### config.mk
export PLATFORM = sky130hd
export DESIGN_NAME = lbp_stream_engine_flat
export DESIGN_NICKNAME = d
export VERILOG_FILES = /design/src/rtl/lbp_stream_engine_if.sv /design/src/rtl/lbp_stream_engine.sv /design/src/flat_wrapper.sv
export SDC_FILE = /design/constraint.sdc
export NUM_CORES = 1
export LEC_CHECK = 0
export ABC_AREA = 1
export CAP_MARGIN = 20
export CORE_ASPECT_RATIO = 1.5
export CORE_MARGIN = 10
export CORE_UTILIZATION = 47
export DETAILED_ROUTE_END_ITERATION = 10
export SETUP_SLACK_MARGIN = 0.15
export SYNTH_ARGS = -nofsm -noshare
export SYNTH_HDL_FRONTEND = slang
export SYNTH_SLANG_ARGS = --single-unit
### constraint.sdc
create_clock -name clk -period 7.85 [get_ports clk]
set_clock_uncertainty 0.05 [all_clocks]
set_input_delay 1.57 -clock clk [delete_from_list [all_inputs] [get_ports clk]]
set_output_delay 1.57 -clock clk [all_outputs]
set_load 0.01 [all_outputs]
### src/rtl/lbp_stream_engine_if.sv
// Bundle of the pixel-ROM read port and the LBP result-RAM write port of
// lbp_stream_engine.
//   gray_ready  1   ROM available / run enable (0 = freeze)
//   gray_data   DW  ROM read data, one cycle after gray_req/gray_addr
//   thr         DW  compare threshold, sampled at frame start
//   gray_req    1   read strobe
//   gray_addr   AW  read address (row*IMG_W + col)
//   lbp_valid   1   result write strobe
//   lbp_addr    AW  result address
//   lbp_data    8   LBP code
//   finish      1   frame complete (level)
// modport master: engine side; modport slave: ROM/RAM/environment side.
interface lbp_stream_engine_if #(
    parameter int DW = 8,
    parameter int AW = 14
);
    logic          gray_ready;
    logic [DW-1:0] gray_data;
    logic [DW-1:0] thr;
    logic          gray_req;
    logic [AW-1:0] gray_addr;
    logic          lbp_valid;
    logic [AW-1:0] lbp_addr;
    logic [7:0]    lbp_data;
    logic          finish;

    modport master (
        input  gray_ready, gray_data, thr,
        output gray_req, gray_addr, lbp_valid, lbp_addr, lbp_data, finish
    );

    modport slave (
        output gray_ready, gray_data, thr,
        input  gray_req, gray_addr, lbp_valid, lbp_addr, lbp_data, finish
    );
endinterface

### src/rtl/lbp_stream_engine.sv
// Streaming 3x3 LBP engine. Reads a gray image from a 1-cycle-latency ROM
// through a sliding column window (9 reads at row start, 3 per code after
// that) and writes the 8-bit code of every interior pixel, in raster order.
// Optionally zero-fills the border addresses after the interior pass.
// Ports:
//   clk    rising-edge clock
//   reset  asynchronous, active-low reset
//   bus    lbp_stream_engine_if.master (ROM read port, result write port,
//          gray_ready run/freeze, thr, finish)
//
// state    | meaning
// ---------+---------------------------------------------------------------
// S_IDLE   | waiting for gray_ready to start a frame
// S_FILL   | issuing the 9 reads of a row's first window (column-major)
// S_STEP   | issuing the 3 reads of the next column, window slides left
// S_DRAIN  | no reads; last capture and last interior write complete
// S_BORDER | one zero write per cycle to the border addresses
// S_DONE   | finish held high until reset
module lbp_stream_engine #(
    parameter int IMG_W       = 128,
    parameter int IMG_H       = 128,
    parameter int DW          = 8,
    parameter int AW          = 14,
    parameter int BORDER_FILL = 0
) (
    input  logic                clk,
    input  logic                reset,
    lbp_stream_engine_if.master bus
);
    typedef enum logic [2:0] {
        S_IDLE, S_FILL, S_STEP, S_DRAIN, S_BORDER, S_DONE
    } state_t;

    localparam logic [AW-1:0] ONE_A    = AW'(1);
    localparam logic [AW-1:0] W_A      = AW'(IMG_W);
    localparam logic [AW-1:0] W2_A     = AW'(2 * IMG_W);
    localparam logic [AW-1:0] W_M1     = AW'(IMG_W - 1);
    localparam logic [AW-1:0] LAST_C   = AW'(IMG_W - 2);
    localparam logic [AW-1:0] LAST_R   = AW'(IMG_H - 2);
    localparam logic [AW-1:0] BOT_BASE = AW'((IMG_H - 1) * IMG_W);

    state_t        state_q, state_d;
    logic [AW-1:0] r_q, r_d, c_q, c_d;
    logic [AW-1:0] rowb_q, rowb_d;          // (r-1)*IMG_W, top row of window
    logic [1:0]    dr_q, dr_d, dc_q, dc_d;  // read position inside window
    logic [1:0]    ph_q, ph_d;              // border phase
    logic [DW-1:0] thr_q, thr_d;

    // Capture pipeline: describes the ROM word arriving this cycle.
    logic          cap_v_q, cap_v_d;
    logic          cap_fill_q, cap_fill_d;
    logic          cap_last_q, cap_last_d;
    logic [1:0]    cap_dr_q, cap_dr_d, cap_dc_q, cap_dc_d;
    logic [AW-1:0] cap_addr_q, cap_addr_d;

    logic [DW-1:0] win_q [3][3];
    logic [DW-1:0] win_d [3][3];

    logic          gray_req_q, gray_req_d;
    logic [AW-1:0] gray_addr_q, gray_addr_d;
    logic          lbp_valid_q, lbp_valid_d;
    logic [AW-1:0] lbp_addr_q, lbp_addr_d;
    logic [7:0]    lbp_data_q, lbp_data_d;
    logic          finish_q, finish_d;

    logic [7:0]    code;
    logic [DW:0]   ref_v;
    logic [AW-1:0] row_off;

    // Window update for the word arriving this cycle. A STEP's first word
    // also slides the window left by one column.
    always_comb begin
        win_d = win_q;
        if (bus.gray_ready && cap_v_q) begin
            if (cap_fill_q) begin
                win_d[cap_dr_q][cap_dc_q] = bus.gray_data;
            end else if (cap_dr_q == 2'd0) begin
                for (int i = 0; i < 3; i++) begin
                    win_d[i][0] = win_q[i][1];
                    win_d[i][1] = win_q[i][2];
                end
                win_d[0][2] = bus.gray_data;
            end else begin
                win_d[cap_dr_q][2] = bus.gray_data;
            end
        end
    end

    // Compare in DW+1 bits so C+thr above the pixel range never wraps.
    always_comb begin
        ref_v   = {1'b0, win_d[1][1]} + {1'b0, thr_q};
        code[0] = ({1'b0, win_d[0][0]} >= ref_v);
        code[1] = ({1'b0, win_d[0][1]} >= ref_v);
        code[2] = ({1'b0, win_d[0][2]} >= ref_v);
        code[3] = ({1'b0, win_d[1][0]} >= ref_v);
        code[4] = ({1'b0, win_d[1][2]} >= ref_v);
        code[5] = ({1'b0, win_d[2][0]} >= ref_v);
        code[6] = ({1'b0, win_d[2][1]} >= ref_v);
        code[7] = ({1'b0, win_d[2][2]} >= ref_v);
    end

    always_comb begin
        state_d     = state_q;
        r_d         = r_q;
        c_d         = c_q;
        rowb_d      = rowb_q;
        dr_d        = dr_q;
        dc_d        = dc_q;
        ph_d        = ph_q;
        thr_d       = thr_q;
        cap_v_d     = cap_v_q;
        cap_fill_d  = cap_fill_q;
        cap_last_d  = cap_last_q;
        cap_dr_d    = cap_dr_q;
        cap_dc_d    = cap_dc_q;
        cap_addr_d  = cap_addr_q;
        gray_req_d  = gray_req_q;
        gray_addr_d = gray_addr_q;
        lbp_valid_d = lbp_valid_q;
        lbp_addr_d  = lbp_addr_q;
        lbp_data_d  = lbp_data_q;
        finish_d    = finish_q;
        row_off     = '0;

        case (state_q)
            S_IDLE: begin
                if (bus.gray_ready) begin
                    state_d    = S_FILL;
                    r_d        = ONE_A;
                    c_d        = ONE_A;
                    rowb_d     = '0;
                    dr_d       = 2'd0;
                    dc_d       = 2'd0;
                    thr_d      = bus.thr;
                    gray_req_d = 1'b1;
                end
            end
            S_FILL, S_STEP, S_DRAIN: begin
                if (bus.gray_ready) begin
                    cap_v_d     = 1'b0;
                    lbp_valid_d = 1'b0;
                    if (cap_v_q && cap_last_q) begin
                        lbp_valid_d = 1'b1;
                        lbp_addr_d  = cap_addr_q;
                        lbp_data_d  = code;
                    end
                    if (state_q == S_DRAIN) begin
                        // Leave once the final capture has been turned into a write.
                        if (!cap_v_q) begin
                            if (BORDER_FILL != 0) begin
                                state_d     = S_BORDER;
                                ph_d        = 2'd0;
                                c_d         = '0;
                                lbp_valid_d = 1'b1;
                                lbp_addr_d  = '0;
                                lbp_data_d  = 8'h00;
                            end else begin
                                state_d  = S_DONE;
                                finish_d = 1'b1;
                            end
                        end
                    end else begin
                        cap_v_d    = 1'b1;
                        cap_fill_d = (state_q == S_FILL);
                        cap_dr_d   = dr_q;
                        cap_dc_d   = dc_q;
                        cap_last_d = (dr_q == 2'd2) && (state_q == S_STEP || dc_q == 2'd2);
                        cap_addr_d = rowb_q + W_A + c_q;
                        if (dr_q != 2'd2) begin
                            dr_d = dr_q + 2'd1;
                        end else begin
                            dr_d = 2'd0;
                            if (state_q == S_FILL && dc_q != 2'd2) begin
                                dc_d = dc_q + 2'd1;
                            end else if (c_q != LAST_C) begin
                                state_d = S_STEP;
                                c_d     = c_q + ONE_A;
                                dc_d    = 2'd2;
                            end else if (r_q != LAST_R) begin
                                state_d = S_FILL;
                                r_d     = r_q + ONE_A;
                                rowb_d  = rowb_q + W_A;
                                c_d     = ONE_A;
                                dc_d    = 2'd0;
                            end else begin
                                state_d    = S_DRAIN;
                                gray_req_d = 1'b0;
                            end
                        end
                    end
                end
            end
            S_BORDER: begin
                // Order: row 0, row H-1, then left/right edge of rows 1..H-2.
                // c_q counts columns in phases 0/1, r_q counts rows in 2/3.
                if (bus.gray_ready) begin
                    lbp_valid_d = 1'b1;
                    lbp_data_d  = 8'h00;
                    case (ph_q)
                        2'd0, 2'd1: begin
                            if (c_q == W_M1) begin
                                c_d        = '0;
                                ph_d       = ph_q + 2'd1;
                                r_d        = ONE_A;
                                lbp_addr_d = (ph_q == 2'd0) ? BOT_BASE : W_A;
                            end else begin
                                c_d        = c_q + ONE_A;
                                lbp_addr_d = lbp_addr_q + ONE_A;
                            end
                        end
                        2'd2: begin
                            ph_d       = 2'd3;
                            lbp_addr_d = lbp_addr_q + W_M1;
                        end
                        default: begin
                            if (r_q == LAST_R) begin
                                state_d     = S_DONE;
                                finish_d    = 1'b1;
                                lbp_valid_d = 1'b0;
                            end else begin
                                ph_d       = 2'd2;
                                r_d        = r_q + ONE_A;
                                lbp_addr_d = lbp_addr_q + ONE_A;
                            end
                        end
                    endcase
                end
            end
            default: ;
        endcase

        // Read address follows the next window position; while frozen the
        // inputs are unchanged so the address is simply held.
        if (state_d == S_FILL || state_d == S_STEP) begin
            case (dr_d)
                2'd0:    row_off = '0;
                2'd1:    row_off = W_A;
                default: row_off = W2_A;
            endcase
            gray_addr_d = rowb_d + row_off + c_d + {{(AW-2){1'b0}}, dc_d} - ONE_A;
        end
    end

    always_ff @(posedge clk or negedge reset) begin
        if (!reset) begin
            state_q     <= S_IDLE;
            r_q         <= ONE_A;
            c_q         <= ONE_A;
            rowb_q      <= '0;
            dr_q        <= 2'd0;
            dc_q        <= 2'd0;
            ph_q        <= 2'd0;
            thr_q       <= '0;
            cap_v_q     <= 1'b0;
            cap_fill_q  <= 1'b0;
            cap_last_q  <= 1'b0;
            cap_dr_q    <= 2'd0;
            cap_dc_q    <= 2'd0;
            cap_addr_q  <= '0;
            win_q       <= '{default: '0};
            gray_req_q  <= 1'b0;
            gray_addr_q <= '0;
            lbp_valid_q <= 1'b0;
            lbp_addr_q  <= '0;
            lbp_data_q  <= 8'h00;
            finish_q    <= 1'b0;
        end else begin
            state_q     <= state_d;
            r_q         <= r_d;
            c_q         <= c_d;
            rowb_q      <= rowb_d;
            dr_q        <= dr_d;
            dc_q        <= dc_d;
            ph_q        <= ph_d;
            thr_q       <= thr_d;
            cap_v_q     <= cap_v_d;
            cap_fill_q  <= cap_fill_d;
            cap_last_q  <= cap_last_d;
            cap_dr_q    <= cap_dr_d;
            cap_dc_q    <= cap_dc_d;
            cap_addr_q  <= cap_addr_d;
            win_q       <= win_d;
            gray_req_q  <= gray_req_d;
            gray_addr_q <= gray_addr_d;
            lbp_valid_q <= lbp_valid_d;
            lbp_addr_q  <= lbp_addr_d;
            lbp_data_q  <= lbp_data_d;
            finish_q    <= finish_d;
        end
    end

    // Strobes are masked while frozen; the held state re-issues them on resume.
    assign bus.gray_req  = gray_req_q & bus.gray_ready;
    assign bus.gray_addr = gray_addr_q;
    assign bus.lbp_valid = lbp_valid_q & bus.gray_ready;
    assign bus.lbp_addr  = lbp_addr_q;
    assign bus.lbp_data  = lbp_data_q;
    assign bus.finish    = finish_q;
endmodule

### src/flat_wrapper.sv
// flat-port wrapper written by rule: the top's interface ports become plain ports
module lbp_stream_engine_flat 
#(
    parameter int IMG_W       = 128,
    parameter int IMG_H       = 128,
    parameter int DW          = 8,
    parameter int AW          = 14,
    parameter int BORDER_FILL = 0
)
  (clk, reset, bus_gray_ready, bus_gray_data, bus_thr, bus_gray_req, bus_gray_addr, bus_lbp_valid, bus_lbp_addr, bus_lbp_data, bus_finish);
  lbp_stream_engine_if #(.DW(DW), .AW(AW)) bus_i ();
  input  logic clk;
  input  logic reset;
  input wire logic [$bits(bus_i.gray_ready)-1:0] bus_gray_ready;
  input wire logic [$bits(bus_i.gray_data)-1:0] bus_gray_data;
  input wire logic [$bits(bus_i.thr)-1:0] bus_thr;
  output wire logic [$bits(bus_i.gray_req)-1:0] bus_gray_req;
  output wire logic [$bits(bus_i.gray_addr)-1:0] bus_gray_addr;
  output wire logic [$bits(bus_i.lbp_valid)-1:0] bus_lbp_valid;
  output wire logic [$bits(bus_i.lbp_addr)-1:0] bus_lbp_addr;
  output wire logic [$bits(bus_i.lbp_data)-1:0] bus_lbp_data;
  output wire logic [$bits(bus_i.finish)-1:0] bus_finish;
  assign bus_i.gray_ready = bus_gray_ready;
  assign bus_i.gray_data = bus_gray_data;
  assign bus_i.thr = bus_thr;
  assign bus_gray_req = bus_i.gray_req;
  assign bus_gray_addr = bus_i.gray_addr;
  assign bus_lbp_valid = bus_i.lbp_valid;
  assign bus_lbp_addr = bus_i.lbp_addr;
  assign bus_lbp_data = bus_i.lbp_data;
  assign bus_finish = bus_i.finish;
  lbp_stream_engine #(.IMG_W(IMG_W), .IMG_H(IMG_H), .DW(DW), .AW(AW), .BORDER_FILL(BORDER_FILL)) u_core (.clk(clk), .reset(reset), .bus(bus_i));
endmodule
Yosys cells after proc, flatten, opt, wreduce, memory -nomap -nowiden
Index checks and enable logic that the tools add are counted.
Word-level totals
  bits in registers: 191
  bits in latches: 0
  RAM bits: 0
  memory bits (read-only): 0
  input port bits: 19
  logic and storage cells: 234
  memories: 0
Cells by class
  $add $sub $neg: 14
  multiply operators: 0
  div/mod/pow operators: 0
  magnitude comparators: 12
  equal/unequal tests: 37
  shift-type cells: 0
  multiplexer cells: 109
  bitwise gates (word level): 5
  reductions and logical operators: 28
Operator list (number)
  $mux W14: 34
  $bwmux W72: 2
  $mux W72: 2
  $pmux W14 S2: 4
  $demux W24 S2: 2
  $pmux W14 S3: 2
  $ge A8 B9 Y1: 8
  $mux W8: 7
  $add A14 B1 Y14 const B: 3
  $add A14 B14 Y14: 3
  $mux W40: 1
  $mux W3: 10
  $eq A14 B7 Y1 const B: 2
  $mux W2: 14
  $ne A14 B7 Y1 const B: 2
  $ne A2 B2 Y1 const B: 13
  $mux W24: 1
  $mux W1: 19
  $pmux W9 S2: 1
  $demux W8 S2: 1
  $mux W16: 1
  $pmux W8 S2: 1
  $add A14 B2 Y14: 1
  $add A14 B7 Y14 const B: 1
  other kinds (36): 70

Depth between registers and ports, before layout
Gate-level depths: netlist of the first run.
  depth after elaboration: 15
  depth in mapped cells: 27
  mapped depth without buffers: 27

Worst setup path after synthesis of the first run
Ideal clock, no wire load.
  kind: input port to flip-flop
  start: input port bus_gray_ready
  end: register u_core.lbp_data_q[1], in the netlist u_core.bus.lbp_data[1]
  data arrival time: 4.963 ns
  required time: 7.657 ns
  path slack: 2.695 ns
  stages: 20
  cell sequence: buf_4 -> nand2_1 -> inv_2 -> o21ai_0 -> a21oi_1 -> o21ai_0 -> ha_1 -> inv_1 -> fa_1 -> o21ai_0 -> a21oi_1 -> o21ai_0 -> xnor2_1 -> ha_1 -> nand2_1 -> o21bai_1 -> nand2_1 -> a211o_1 -> nand2_1 -> o21ai_0
RTL lines
  from (decl): line flat_wrapper.sv:14  | input wire logic [$bits(bus_i.gray_ready)-1:0] bus_gray_ready;
  to (signal assigned): line lbp_stream_engine.sv:287  | lbp_data_q <= lbp_data_d;
  to (decl): line lbp_stream_engine.sv:63  | logic [7:0] lbp_data_q, lbp_data_d;

==> impl_metrics.env, run 1 <==
export IMPL_synth_area_um2=13100
export IMPL_critPathSlowestCell="xor2_1"
export IMPL_cp_max_fo=9
export IMPL_p_int_mw=3.35
export IMPL_layout_commonest_cell="nand2_1"
export IMPL_antenna_found_initial=0
export IMPL_io_pins=58
export IMPL_drv_cap=0
export IMPL_synth_top_cell_area_share=0.360
export IMPL_clock_fmax_ghz=0.163
export IMPL_insertion_delay_ps=460
export IMPL_die_h_um=225
export IMPL_clkPwrFrac=0.157
export IMPL_grt_pass1_wl_um=63900
export IMPL_seqPwrFrac=0.249
export IMPL_utilization=0.536
export IMPL_die_w_um=157
export IMPL_cts_buffers=17
export IMPL_rsz0062_at_grt="no"
export IMPL_path_clk_slew_ps=70
export IMPL_post_cts_setup_buffers=0
export IMPL_ys_ff_latch=191
export IMPL_hold_violations=0
export IMPL_yosysTopAreaCell="dfrtp_1"
export IMPL_drt_total_wl_um=39700
export IMPL_hold_buffers=0
export IMPL_num_rows=74
export IMPL_syn_inst=1729
export IMPL_synth_edf_count=0
export IMPL_setup_worst_path_end_class="flop"
export IMPL_drc=0
export IMPL_cts_sinks=191
export IMPL_critical_path_required_ps=8140
export IMPL_final_area_um2=14700
export IMPL_grt_max_degree=115
export IMPL_worstSetupPathType="in -> reg"
export IMPL_crit_chain="clkdlybuf4s50_1 -> nand2_1 -> inv_2 -> o21ai_0 -> a21oi_1 -> o21ai_0 -> ha_1 -> a21oi_1 -> nand2_1 -> a21oi_1 -> o21bai_1 -> nand2_1 -> nand2_1 -> a21oi_1 -> xor2_1 -> ha_1 -> nand2_1 -> nor3_1 -> a211o_1 -> nand2_1 -> o21ai_0"
export IMPL_peakVddDrop_mv=0.329
export IMPL_num_antenna_cells=0
export IMPL_synthArstFlopShare=1.00
export IMPL_dr_total_vias=11800
export IMPL_layout_drive_gt1_share=0.0553
export IMPL_dpl_cell_area_um2=14000
export IMPL_postRouteAntennaNets=0
export IMPL_synth_cell_types=53
export IMPL_cts_max_level=4
export IMPL_p_switching_mw=3.17
export IMPL_slew_violations=0
export IMPL_first_iter_violations=649
export IMPL_powerDensity_nw_per_um2=443
export IMPL_max_slew_margin=0.297
export IMPL_final_cell_mix="385 x nand2_1, 275 x inv_1, 195 x o21ai_0, 189 x dfrtp_1, 128 x ha_1"
export IMPL_numPortBuffers=57
export IMPL_fp_coreArea_um2=27400
export IMPL_clockRootBuffer="clkbuf_16"
export IMPL_synth_seq_area_share=0.364
export IMPL_totalNegativeSetupSlack_ps=0
export IMPL_status="complete, no violations"
export IMPL_wl_per_cell_um=18.6
export IMPL_synth_avg_cell_area_um2=7.60
export IMPL_nets=1932
export IMPL_critPathBufInv=2
export IMPL_grt_pass1_vias=11900
export IMPL_ctsResizeCount=0
export IMPL_synthToLayoutAreaGrowth_pct=11.9
export IMPL_gp_congestion=0.939
export IMPL_swShare=0.486
export IMPL_combPwrFrac=0.593
export IMPL_syn_nets=1882
export IMPL_gr_total_overflow=0
export IMPL_yosysWarnings=0
export IMPL_fin_crit_sh=0.780
export IMPL_max_stage_delay_ps=750
export IMPL_gr_usage_all_layers=0.230
export IMPL_tightest_slew_ps=1050
export IMPL_via_per_inst=5.52
export IMPL_min_period_ps=6130
export IMPL_cp_arrival_ps=6420
export IMPL_power_leakage_nw=7.18
export IMPL_clock_path_buffers=2
export IMPL_cts_tree="yes"
export IMPL_hp_class="reg -> reg"
export IMPL_initial_core_util=0.479
export IMPL_cp_common_cell="nand2_1"
export IMPL_ys_flop_type="dfrtp_1"
export IMPL_critPathLaunchType="input port"
export IMPL_critical_path_top_delay_family="compound AO/OA/AOI/OAI gates"
export IMPL_drtPass1Iterations=5
export IMPL_setup_violations=0
export IMPL_synthTopCellsByArea="dfrtp_1 36%, ha_1 12%, nand2_1 11%"
export IMPL_dp_hpwl_um=30900
export IMPL_die_area_um2=35200
-- worst reg2reg max path: stages, from the launching register on --
cell and delay (ps):
dfrtp_1 410, nor2_1 300, inv_1 70, nor2_1 130, inv_1 420, o22ai_1 310, nand2_1 80, o21ai_0 160
ha_1 240, inv_1 60, fa_1 390, o21ai_0 320, a21oi_1 120, o21ai_0 320, xnor2_1 230, buf_4 250
ha_1 260, nand2_1 90, o21bai_1 110, nand2_1 70, a211o_1 250, nand2_1 60, o21ai_0 70
-- area by class of cell --
class / count / area, um2
multi-input combinational: 1214 / 7090
clock buffer: 18 / 439
timing repair buffer: 69 / 662
clock inverter: 12 / 229
inverter: 286 / 1070
fill: 2697 / 12700
tap: 342 / 428
sequential: 191 / 4780
-- power by group through the flow --
stage | logic, mW | clock network [mW] | registers, mW
6_report | 3.87 | 1.02 | 1.63
5_1_grt | 4.38 | 1.07 | 1.67
2_1_floorplan | 2.64 | 0 | 1.57
4_1_cts | 3.88 | 1.04 | 1.63
3_3_place_gp | 3.80 | 0 | 1.63
3_5_place_dp | 3.86 | 0 | 1.64
-- worst paths after layout --
path	startpoint	end	slack, ps	cells past startpoint
max in group asynchronous	reset	u_core.c_q[10]	5080	2
worst max register to register	u_core.cap_dr_q[0]	u_core.bus.lbp_data[1]	2970	22
worst max-delay path	bus_gray_ready	u_core.bus.lbp_data[2]	1720	21
worst min register to register	u_core.cap_addr_q[9]	u_core.cap_addr_q[9]	430	2
worst min-delay path	u_core.cap_addr_q[9]	u_core.cap_addr_q[9]	430	2
min in group asynchronous	reset	u_core.win_q[42]	1110	1
-- layer usage --
metal | track usage | share of wire | vias up
met5 | 0 | 0 | -
met3 | 0.0290 | 0.030 | 96
met2 | 0.437 | 0.55 | 256
met4 | 0.118 | 0.045 | 0
li1 | - | - | 5811
met1 | 0.240 | 0.37 | 5608
-- through the flow --
stage | power [mW] | worst slack [ps] | hold WS [ps] | instances
6_report | 6.52 | 1720 | 433 | 2132
5_1_grt | 7.12 | 1270 | 452 | 2132
4_1_cts | 6.54 | 1480 | 434 | 2130
3_5_place_dp | 5.50 | 1090 | 414 | 2100
3_3_place_gp | 5.44 | 1180 | 412 | 2099
2_1_floorplan | 4.21 | 2690 | 394 | 1729
-- cell families (layout without fill, tap and decap cells) --
kind of cell,count (synthesis),count (layout),synth area share
buffers and inverters,324,385,0.0966
adders and majority gates,134,134,0.131
and+or+nand+nor,647,647,0.216
xor gates and xnor gates,40,40,0.0267
DFF,191,191,0.364
AOI/OAI and AO/OA,393,393,0.165
-- cell usage after synthesis, drive strengths merged, types with 23 or more instances --
cell     n
ha     128
o21ai  205
dfrtp  189
o22ai   44
a21oi   90
nand3   95
nand2  396
nand4   23
nor2   104
xor2    32
inv    286
-- state kept, by name, summed over array words and instances, names as in the netlist, 3 cells and up --
signal                cells
u_core.r_q               14
u_core.bus.lbp_addr      14
u_core.thr_q              8
u_core.c_q               14
u_core.rowb_q            14
u_core.cap_addr_q        14
u_core.bus.gray_addr     14
u_core.bus.lbp_data       8
u_core.state_q            3
u_core.win_q             72
Note: power is estimated with default switching activity, not from simulation.
==> inputs of run 2 (changes only) <==
Clock period 7.85 ns to 6.3 ns, I/O delays scaled along.
==> run 2 against run 1 <==
- combinational power is 25% higher
- global-route usage is 0.089 points lower
- utilization is 0.12 points higher
- sequential power is 24% higher
- via count hardly changed
- clock-buffer cell count is 1 lower
- sequential cell count stayed put
- highest routed layer unchanged
==> impl_metrics.env, run 2 (synthesis results as in run 1) <==
export IMPL_critical_path_required_ps=6590
export IMPL_dr_total_vias=11800
export IMPL_numPortBuffers=57
export IMPL_seqPwrFrac=0.253
export IMPL_die_area_um2=35200
export IMPL_max_slew_margin=0.190
export IMPL_cp_max_fo=8
export IMPL_power_leakage_nw=7.20
export IMPL_fp_coreArea_um2=27400
export IMPL_grt_max_degree=107
export IMPL_post_cts_setup_buffers=0
export IMPL_swShare=0.491
export IMPL_hold_depth=2
export IMPL_max_stage_delay_ps=960
export IMPL_clkPwrFrac=0.144
export IMPL_cp_common_cell="o21ai_0"
export IMPL_critPathSlowestCell="xnor2_1"
export IMPL_p_switching_mw=3.93
export IMPL_drt_total_wl_um=39300
export IMPL_ctsResizeCount=0
export IMPL_utilization=0.538
export IMPL_cts_max_level=4
export IMPL_dp_hpwl_um=30600
export IMPL_grt_pass1_vias=12000
export IMPL_cp_arrival_ps=5650
export IMPL_cp_num_cells=19
export IMPL_cts_tree="yes"
export IMPL_antenna_found_initial=0
export IMPL_die_w_um=157
export IMPL_totalNegativeSetupSlack_ps=0
export IMPL_setup_worst_path_end_class="flop"
export IMPL_insertion_delay_ps=460
export IMPL_cts_sinks=191
export IMPL_critPathBufInv=2
export IMPL_io_pins=58
export IMPL_critical_path_top_delay_family="compound AO/OA/AOI/OAI gates"
export IMPL_layout_commonest_cell="nand2_1"
export IMPL_final_cell_mix="385 x nand2_1, 275 x inv_1, 195 x o21ai_0, 189 x dfrtp_1, 128 x ha_1"
export IMPL_status="complete, no violations"
export IMPL_tightest_slew_ps=1210
export IMPL_worstSetupPathType="in -> reg"
export IMPL_hold_buffers=0
export IMPL_rsz0062_at_grt="no"
export IMPL_drtPass1Iterations=5
export IMPL_min_period_ps=5360
export IMPL_timing_hold_ws_ps=437
export IMPL_gr_usage_all_layers=0.229
export IMPL_gp_congestion=0.938
export IMPL_die_h_um=225
export IMPL_synthToLayoutAreaGrowth_pct=12.2
export IMPL_clock_path_buffers=2
export IMPL_layout_drive_gt1_share=0.0626
export IMPL_hold_violations=0
export IMPL_setup_violations=0
export IMPL_grt_pass1_wl_um=63500
export IMPL_hp_class="reg -> reg"
export IMPL_slew_violations=0
export IMPL_n_fill_cell=2691
export IMPL_gr_total_overflow=0
export IMPL_first_iter_violations=582
export IMPL_largest_register_ffs=72
export IMPL_drv_cap=0
export IMPL_num_rows=74
export IMPL_nets=1944
export IMPL_initial_core_util=0.479
export IMPL_cts_buffers=17
export IMPL_combPwrFrac=0.603
export IMPL_wl_per_cell_um=18.3
export IMPL_regMostFlops="u_core.win_q"
export IMPL_via_per_inst=5.48
export IMPL_fin_crit_sh=0.850
export IMPL_rr_worst_depth=17
export IMPL_postRouteAntennaNets=0
export IMPL_clockRootBuffer="clkbuf_16"
export IMPL_path_clk_slew_ps=70
export IMPL_crit_chain="clkdlybuf4s50_1 -> nand2_1 -> inv_2 -> o21ai_0 -> a21oi_1 -> o21ai_0 -> ha_1 -> a21oi_1 -> o21ai_0 -> a21oi_1 -> o21ai_0 -> xnor2_1 -> ha_1 -> nand2_1 -> o21bai_1 -> nand2_1 -> a211o_1 -> nand2_1 -> o21ai_0"
export IMPL_peakVddDrop_mv=0.355
export IMPL_critPathLaunchType="input port"
export IMPL_clock_fmax_ghz=0.187
export IMPL_p_int_mw=4.07
export IMPL_powerDensity_nw_per_um2=543
export IMPL_num_antenna_cells=0
export IMPL_drc=0
[run 2: cell types whose count changed in the layout (fill, tap and decap cells not counted)]
cell,previous run,this run
inv_6,4,3
clkinv_2,1,2
inv_8,0,1
clkinvlp_4,0,3
clkinv_4,1,3
buf_4,11,23
bufinv_16,6,3
clkbuf_8,2,1
[run 2: tightest hold or removal path: cells and delay by family (launching register included)]
family | cells | cell delay, ps
and+or+nand+nor | 2 | 120
DFF | 1 | 340
[run 2: through the flow]
step / std cells / cell area, um2 / setup WS [ps] / power, mW
after floorplan: 1729 / 13100 / 1450 / 5.25
after global placement: 2112 / 14100 / 534 / 6.77
after detailed placement: 2113 / 14100 / 535 / 6.84
after CTS: 2145 / 14700 / 998 / 8.04
after global routing: 2146 / 14700 / 695 / 8.80
final: 2146 / 14700 / 943 / 8.00
[run 2: path summary, 6_finish.rpt]
check	startpoint	endpoint	slack [ps]
setup / recovery	bus_gray_ready	u_core.bus.lbp_data[1]	940
hold / removal	u_core.cap_addr_q[12]	u_core.cap_addr_q[12]	440
setup reg to reg	u_core.cap_fill_q	u_core.bus.lbp_data[1]	1410
hold reg to reg	u_core.cap_addr_q[12]	u_core.cap_addr_q[12]	440
max in group asynchronous	reset	u_core.bus.lbp_data[2]	4040
min in group asynchronous	reset	u_core.win_q[24]	880
[run 2: metal layers]
metal	global-route usage	part of all wire
met1	0.237	0.38
met2	0.432	0.54
met4	0.124	0.050
met3	0.0334	0.029
met5	0	0
[run 2: area by class of cell]
type | instances | area [um2] | area share
multi-input cells | 1214 | 7090 | 0.481
well taps | 342 | 428 | 0.0290
flip-flops and latches | 191 | 4780 | 0.325
clock inverters | 15 | 186 | 0.0127
repair buffers | 81 | 752 | 0.0510
inverters | 286 | 1070 | 0.0729
clock buffers | 17 | 425 | 0.0289
[run 2: power by group through the flow]
stage,clock (mW),sequential (mW),combinational [mW]
after floorplan,0,1.96,3.29
after detailed placement,0,2.04,4.80
final,1.15,2.02,4.82
after global routing,1.23,2.08,5.49
after global placement,0,2.03,4.73
after CTS,1.18,2.02,4.84
==> inputs of run 3 (changes only) <==
Settings changed: CTS_BUF_LIST set to sky130_fd_sc_hd__clkbuf_4 sky130_fd_sc_hd__clkbuf_8, CTS_CLUSTER_SIZE set to 12.
==> run 3 against run 2 <==
- combinational power about the same
- critical endpoint is now u_core.bus.lbp_data[7]
- clock power decreased by 23%
- largest power group unchanged
- sequential power about the same
==> impl_metrics.env, run 3 (synthesis results as in run 1) <==
export IMPL_final_cell_mix="385 x nand2_1, 275 x inv_1, 195 x o21ai_0, 189 x dfrtp_1, 128 x ha_1"
export IMPL_first_iter_violations=573
export IMPL_timing_hold_ws_ps=444
export IMPL_die_h_um=225
export IMPL_hold_depth=2
export IMPL_path_clk_slew_ps=100
export IMPL_regMostFlops="u_core.win_q"
export IMPL_cts_sinks=191
export IMPL_totalNegativeSetupSlack_ps=0
export IMPL_gr_usage_met2=0.431
export IMPL_critical_path_required_ps=6620
export IMPL_die_area_um2=35200
export IMPL_layout_drive_gt1_share=0.0621
export IMPL_peakVddDrop_mv=0.357
export IMPL_drc=0
export IMPL_dp_hpwl_um=30600
export IMPL_hp_class="reg -> reg"
export IMPL_r2r_end="u_core.bus.lbp_data[7]"
export IMPL_slew_violations=0
export IMPL_insertion_delay_ps=520
export IMPL_grt_max_degree=107
export IMPL_setup_worst_path_end_class="flop"
export IMPL_cts_buffers=17
export IMPL_cp_max_fo=8
export IMPL_critPathLaunchType="input port"
export IMPL_grt_pass1_vias=12000
export IMPL_utilization=0.530
export IMPL_clockRootBuffer="clkbuf_8"
export IMPL_gr_usage_all_layers=0.229
export IMPL_clock_fmax_ghz=0.190
export IMPL_register_area_um2=4780
export IMPL_tightest_slew_ps=1230
export IMPL_gr_total_overflow=0
export IMPL_gp_congestion=0.938
export IMPL_synthToLayoutAreaGrowth_pct=10.7
export IMPL_layout_commonest_cell="nand2_1"
export IMPL_rr_worst_depth=17
export IMPL_fp_coreArea_um2=27400
export IMPL_endpoint="u_core.bus.lbp_data[7]"
export IMPL_io_pins=58
export IMPL_wl_per_cell_um=18.2
export IMPL_regToRegStartpoint="u_core.cap_fill_q"
export IMPL_cts_tree="yes"
export IMPL_hold_buffers=0
export IMPL_postRouteAntennaNets=0
export IMPL_gr_max_usage_layer="met2"
export IMPL_multi_input_area_um2=7090
export IMPL_rrSetupSlack_ps=1420
export IMPL_min_period_ps=5260
export IMPL_power_leakage_nw=7.10
export IMPL_num_rows=74
export IMPL_fin_crit_sh=0.835
export IMPL_drtPass1Iterations=5
export IMPL_numPortBuffers=57
export IMPL_largest_register_ffs=72
export IMPL_antenna_found_initial=2
export IMPL_grtUsageMet1=0.236
export IMPL_clock_path_buffers=2
export IMPL_rsz0062_at_grt="no"
export IMPL_drt_total_wl_um=39100
export IMPL_drv_cap=0
export IMPL_post_cts_setup_buffers=0
export IMPL_ctsResizeCount=0
export IMPL_n_fill_cell=2710
export IMPL_cp_arrival_ps=5580
export IMPL_met3_usage=0.0279
export IMPL_nets=1943
export IMPL_die_w_um=157
export IMPL_powerDensity_nw_per_um2=530
export IMPL_max_slew_margin=0.174
export IMPL_cts_max_level=4
export IMPL_via_per_inst=5.48
export IMPL_crit_start="bus_gray_ready"
export IMPL_dr_total_vias=11800
export IMPL_worstSetupPathType="in -> reg"
export IMPL_status="complete, no violations"
export IMPL_hold_violations=0
export IMPL_setup_violations=0
export IMPL_initial_core_util=0.479
export IMPL_grt_pass1_wl_um=63300
==> run 3: changes by cell type in the layout (fill, tap and decap cells not counted) <==
| cell | previous run | this run |
|---|---|---|
| buf_4 | 23 | 22 |
| clkbuf_16 | 17 | 0 |
| clkbuf_8 | 1 | 18 |
| diode_2 | 0 | 2 |
==> run 3: final cells by class <==
type | count | area share
tap | 342 | 0.0294
sequential | 191 | 0.329
inverter | 286 | 0.0738
clock inverter | 15 | 0.0128
multi-input combinational | 1214 | 0.487
antenna | 2 | 0.000344
clock buffer | 17 | 0.0161
timing repair buffer | 80 | 0.0512
==> run 3: worst min path at each step <==
stage	startpoint	end	slack (ps)
2_1_floorplan	u_core.cap_addr_q[12]	u_core.cap_addr_q[12]	390
3_3_place_gp	u_core.cap_addr_q[9]	u_core.cap_addr_q[9]	410
3_5_place_dp	u_core.cap_addr_q[12]	u_core.cap_addr_q[12]	420
4_1_cts	u_core.cap_addr_q[12]	u_core.cap_addr_q[12]	450
5_1_grt	u_core.cap_addr_q[5]	u_core.cap_addr_q[5]	470
6_report	u_core.cap_addr_q[12]	u_core.cap_addr_q[12]	440
==> run 3: where the power goes <==
part           switching (mW)  total, mW  internal, mW
Sequential              0.340       2.02          1.68
Clock                   0.485      0.883         0.398
Combinational            3.05       4.80          1.75
Total                    3.87       7.70          3.83
==> run 3: critical path, cell delays in order <==
cell,delay [ps]
clkdlybuf4s50_1,500
nand2_1,90
inv_2,70
o21ai_0,190
a21oi_1,330
o21ai_0,160
ha_1,370
a21oi_1,150
o21ai_0,160
a21oi_1,150
o21ai_0,140
xnor2_1,970
ha_1,420
a21oi_1,150
o21ai_0,110
a21oi_1,120
o21ai_0,90
nand2_1,60
o21ai_0,70
==> run 3: per-layer routing <==
layer,wire length (um),share of wire,up-vias
li1,-,-,5836
met1,14700,0.38,5573
met2,21300,0.55,250
met3,1130,0.029,99
met4,1940,0.050,0
met5,0,0,-
==> run 3: through the flow <==
stage	power (mW)	instances	instance area [um2]	setup slack, ps
2_1_floorplan	5.25	1729	13100	1450
3_3_place_gp	6.77	2112	14100	534
3_5_place_dp	6.84	2113	14100	535
4_1_cts	7.76	2145	14500	1080
5_1_grt	8.51	2147	14500	774
6_report	7.70	2147	14500	1040
==> RTL edit 1: new RTL, settings of run 3 <==
`AW` is set to 14 in 3 places; all go to 15.
--- a/src/rtl/lbp_stream_engine_if.sv
+++ b/src/rtl/lbp_stream_engine_if.sv
@@ -14,3 +14,3 @@
     parameter int DW = 8,
-    parameter int AW = 14
+    parameter int AW = 15
 );
--- a/src/rtl/lbp_stream_engine.sv
+++ b/src/rtl/lbp_stream_engine.sv
@@ -22,3 +22,3 @@
     parameter int DW          = 8,
-    parameter int AW          = 14,
+    parameter int AW          = 15,
     parameter int BORDER_FILL = 0
--- a/src/flat_wrapper.sv
+++ b/src/flat_wrapper.sv
@@ -6,3 +6,3 @@
     parameter int DW          = 8,
-    parameter int AW          = 14,
+    parameter int AW          = 15,
     parameter int BORDER_FILL = 0
Interface: changed (resized bus_gray_addr and bus_lbp_addr); port bits go from 58 to 60. The function was not compared with the original's and may differ.
==> RTL edit 1 against run 3 <==
- die area rose by 3.9%
- sequential power rose by 4%
- sequential cell count rose by 6
- first-iteration DRC count rose by 32%
- worst setup slack got worse by 30 ps
- total power rose by 17%
- design area rose by 4.8%
- via count rose by 6.6%
- critical path depth did not move
- synthesized area rose by 4.4%
- wire length rose by 11%
==> RTL edit 1: results (changes against run 3) <==
----------------------------------------------------
[Setup path]
  Cell type of the slowest stage on the worst timing path ... sky130_fd_sc_hd__clkdlybuf4s50_1 (was sky130_fd_sc_hd__xnor2_1)
  CP max stage delay ... 530 ps (was 970 ps)
  CP arrival ... 5690 ps (was 5580 ps)

[Drt]
  Routed length on met3 ... 1.49 mm (was 1.13 mm)
  Met2 WL ... 23.0 mm (was 21.3 mm)
  Average wire per cell in the routed design ... 19.1 um (was 18.2 um)
  DRC marker count from the first detailed-route iteration ... 759 (was 573)
  M1 WL ... 16.0 mm (was 14.7 mm)
  Vias post-DR ... 12,500 (was 11,800)

[Yosys]
  Commonest cells in the netlist ... sky130_fd_sc_hd__nand2_1, sky130_fd_sc_hd__inv_1, sky130_fd_sc_hd__dfrtp_1 (was sky130_fd_sc_hd__nand2_1, sky130_fd_sc_hd__inv_1, sky130_fd_sc_hd__o21ai_0)
  Part of the Yosys area used for sequential elements ... 36.0% (was 36.4%)

[Place]
  HPWL Detailed ... 33.8 mm (was 30.6 mm)
  Worst slack at placement ... 568 ps (was 535 ps)
  Routability congestion estimate ... 0.977 (was 0.938)

[Pwr]
  Power dissipated in sequential cells ... 2.10 mW (was 2.02 mW)
  Maximum vdd ir drop ... 0.361 mV (was 0.357 mV)
  Clock power share ... 10.4% (was 11.5%)
  Total leakage power ... 7.43 nW (was 7.10 nW)

[Finish]
  Count of antenna diodes in the layout ... 0 (was 2)
  Fraction of layout cells with a size suffix above 1 ... 6.48% (was 6.21%)

[Timing]
  Worst-case headroom to the max-slew limit ... 36.2% (was 17.4%)

[GRT]
  Antenna violations before repair ... 0 (was 2)
  Pin count of the biggest net entering global routing ... 108 (was 107)
  Wire length of the first global-routing pass ... 68.6 mm (was 63.3 mm)
  Gr usage total ... 23.7% (was 22.9%)

[Status]
  Outcome ... finished, final reports clean (unchanged)

----------------------------------------------------
## RTL edit 1: cell types whose count changed after synthesis, sizes merged, moves of 4 or more
cell and change:
inv +18, nor3 +12, buf -8, clkbuf +7, dfrtp +6, nand3b -6
a21oi +5, nand2 +5, nor3b +5, o221ai +5, ha +4, nor4 -4
o22ai +4, xnor2 +4
## RTL edit 1: per-layer routing
layer	track usage, %	up-vias
li1	-	6129
met2	44.1	329
met1	24.1	5962
met4	16.3	0
met5	0	-
met3	3.00	118
## RTL edit 1: cell type report
cell class,instances,area (sq um)
clock buffer,20,275
clock inverter,12,173
fill,2876,13500
inverter,306,1150
multi-input combinational,1266,7450
sequential,197,4930
tap,390,488
timing repair buffer,81,759
## RTL edit 1: metrics by stage
stage,instance area [sq um],power (mW),cells
global route,15200,9.92,2272
CTS,15200,9.05,2272
finish,15200,9.03,2272
detailed placement,14800,8.08,2240
floorplan,13700,6.09,1806
global placement,14800,8.00,2240
## RTL edit 1: kinds of logic after synthesis
logic type / Yosys count / share of synthesized area [%]
fa+ha+maj: 138 / 12.9
buf+inv: 343 / 9.68
flops: 197 / 36.0
compound gates: 422 / 17.7
simple gates: 662 / 20.9
xor+xnor: 44 / 2.81
## RTL edit 1: final timing paths
| path | start | end | slack (ps) |
|---|---|---|---|
| worst min register to register | u_core.thr_q[7] | u_core.thr_q[7] | 440 |
| min in group asynchronous | reset | u_core.win_q[1] | 770 |
| worst max register to register | u_core.cap_fill_q | u_core.bus.lbp_data[2] | 1440 |
| worst min-delay path | u_core.thr_q[7] | u_core.thr_q[7] | 440 |
| max in group asynchronous | reset | u_core.c_q[13] | 4090 |
| worst max-delay path | bus_gray_ready | u_core.bus.gray_addr[11] | 1010 |
==> RTL edit 2: new RTL, flow settings as in run 3 <==
Made on the original files. The 6 states of `state_t` get a one-hot encoding in 6 bits.
--- a/src/rtl/lbp_stream_engine.sv
+++ b/src/rtl/lbp_stream_engine.sv
@@ -29,4 +29,4 @@
 );
-    typedef enum logic [2:0] {
-        S_IDLE, S_FILL, S_STEP, S_DRAIN, S_BORDER, S_DONE
+    typedef enum logic [5:0] {
+        S_IDLE = 6'b000001, S_FILL = 6'b000010, S_STEP = 6'b000100, S_DRAIN = 6'b001000, S_BORDER = 6'b010000, S_DONE = 6'b100000
     } state_t;
Function: no difference found for any inputs over 4 cycles, from zero or initial values and one cycle with reset low; so few cycles prove little.
==> RTL edit 2 against run 3 <==
- wire length grew 4.4%
- register-to-register slack lost 410 ps
- worst setup slack lost 89 ps
- design area grew 1.3%
- sequential share of layout area grew 0.096 points
- sequential cell count grew 3
- synthesized area grew 0.66%
- largest cell class unchanged
Power is left out: it rests on default switching activity, and per cell area and clock period it moved more than threefold.
==> RTL edit 2: results (changes against run 3) <==
----------------------------------------------------
[Status]
  Outcome ... finished, final reports clean (unchanged)

[Finish]
  Non-clock buffers ... 83 (was 80)
  Clock network contribution to total cell area ... 2.97% (was 2.89%)
  Area of the multi-input gates ... 7130 sq um (was 7090 sq um)
  # clk buffers ... 21 (was 17)
  Fraction of layout cells with a size suffix above 1 ... 5.23% (was 6.21%)
  Multi-input logic portion of the cell area ... 48.4% (was 48.7%)
  Non-Clock Inverter Count ... 289 (was 286)
  Count of antenna diodes in the layout ... 0 (was 2)
  Buffer share of cell area ... 5.31% (was 5.12%)
  #MultiIn Comb ... 1,201 (was 1,214)
  Layout net count ... 1,939 (was 1,943)
  Synthesis-to-finish area growth ... 11.4% (was 10.7%)

[Timing]
  Transition at the pin with the smallest max-transition slack ... 1160 ps (was 1230 ps)
  Worst hold slack across all endpoints ... 437 ps (was 444 ps)

[Setup path]
  CP arrival ... 5690 ps (was 5580 ps)
  CP max stage delay ... 520 ps (was 970 ps)
  Peak fanout along the critical path ... 12 (was 8)
  Cell family with most CP delay ... buffers and inverters (was compound AO/OA/AOI/OAI gates)
  Worst R2R Setup Slack ... 1010 ps (was 1420 ps)
  Cell type of the slowest stage on the worst timing path ... sky130_fd_sc_hd__clkdlybuf4s50_1 (was sky130_fd_sc_hd__xnor2_1)

[Yosys]
  Leading post-synthesis cells by cell area ... sky130_fd_sc_hd__dfrtp_1, sky130_fd_sc_hd__ha_1, sky130_fd_sc_hd__nand2_1 (unchanged)
  Adder-cell area share of the yosys netlist ... 13.0% (was 13.1%)
  Synth Area in Compound Gates ... 18.1% (was 16.5%)
  Part of the Yosys area used for sequential elements ... 36.7% (was 36.4%)
  Commonest cells in the netlist ... sky130_fd_sc_hd__nand2_1, sky130_fd_sc_hd__inv_1, sky130_fd_sc_hd__dfrtp_1 (was sky130_fd_sc_hd__nand2_1, sky130_fd_sc_hd__inv_1, sky130_fd_sc_hd__o21ai_0)
  Distinct cell type count of the synthesized netlist ... 54 (was 53)

[GRT]
  Gr usage total ... 23.4% (was 22.9%)
  Pin count of the biggest net entering global routing ... 135 (was 107)
  Wire length of the first global-routing pass ... 64.3 mm (was 63.3 mm)
  Antenna violations before repair ... 0 (was 2)

[Place]
  Total placed instance area ... 14,300 sq um (was 14,100 sq um)
  HPWL Detailed ... 32.1 mm (was 30.6 mm)
  Routability congestion estimate ... 0.957 (was 0.938)

[Drt]
  DRC marker count from the first detailed-route iteration ... 603 (was 573)
  Average wire per cell in the routed design ... 19.0 um (was 18.2 um)

[CTS]
  Clock slew at the register clock pins of the worst setup and hold paths ... ~110 ps
  Number of clock sinks ... 194 (was 191)

----------------------------------------------------
[RTL edit 2: worst paths after layout]
| check | depth (start not counted) | start | endpoint |
|---|---|---|---|
| max in group asynchronous | 2 | reset | u_core.bus.lbp_addr[3] |
| setup reg to reg | 23 | u_core.state_q[0] | u_core.bus.gray_addr[12] |
| hold reg to reg | 2 | u_core.gray_req_q | u_core.gray_req_q |
| hold / removal | 2 | u_core.gray_req_q | u_core.gray_req_q |
| min in group asynchronous | 1 | reset | u_core.win_q[42] |
| setup / recovery | 25 | bus_gray_ready | u_core.bus.gray_addr[12] |
[RTL edit 2: per-layer routing]
metal  vias up  GRT usage, %  share of wire, %
li1       5850             -                 -
met1      5733          23.8                37
met2       286          44.5                55
met3       101          2.60               2.8
met4         0          13.5               5.3
met5         -             0                 0
[RTL edit 2: per-stage QoR]
step,worst slack (ps),util (%),instances
finish,950,52.8,2145
global placement,455,51.3,2113
floorplan,1470,-,1718
CTS,982,52.8,2145
detailed placement,426,51.3,2113
global route,477,52.8,2145
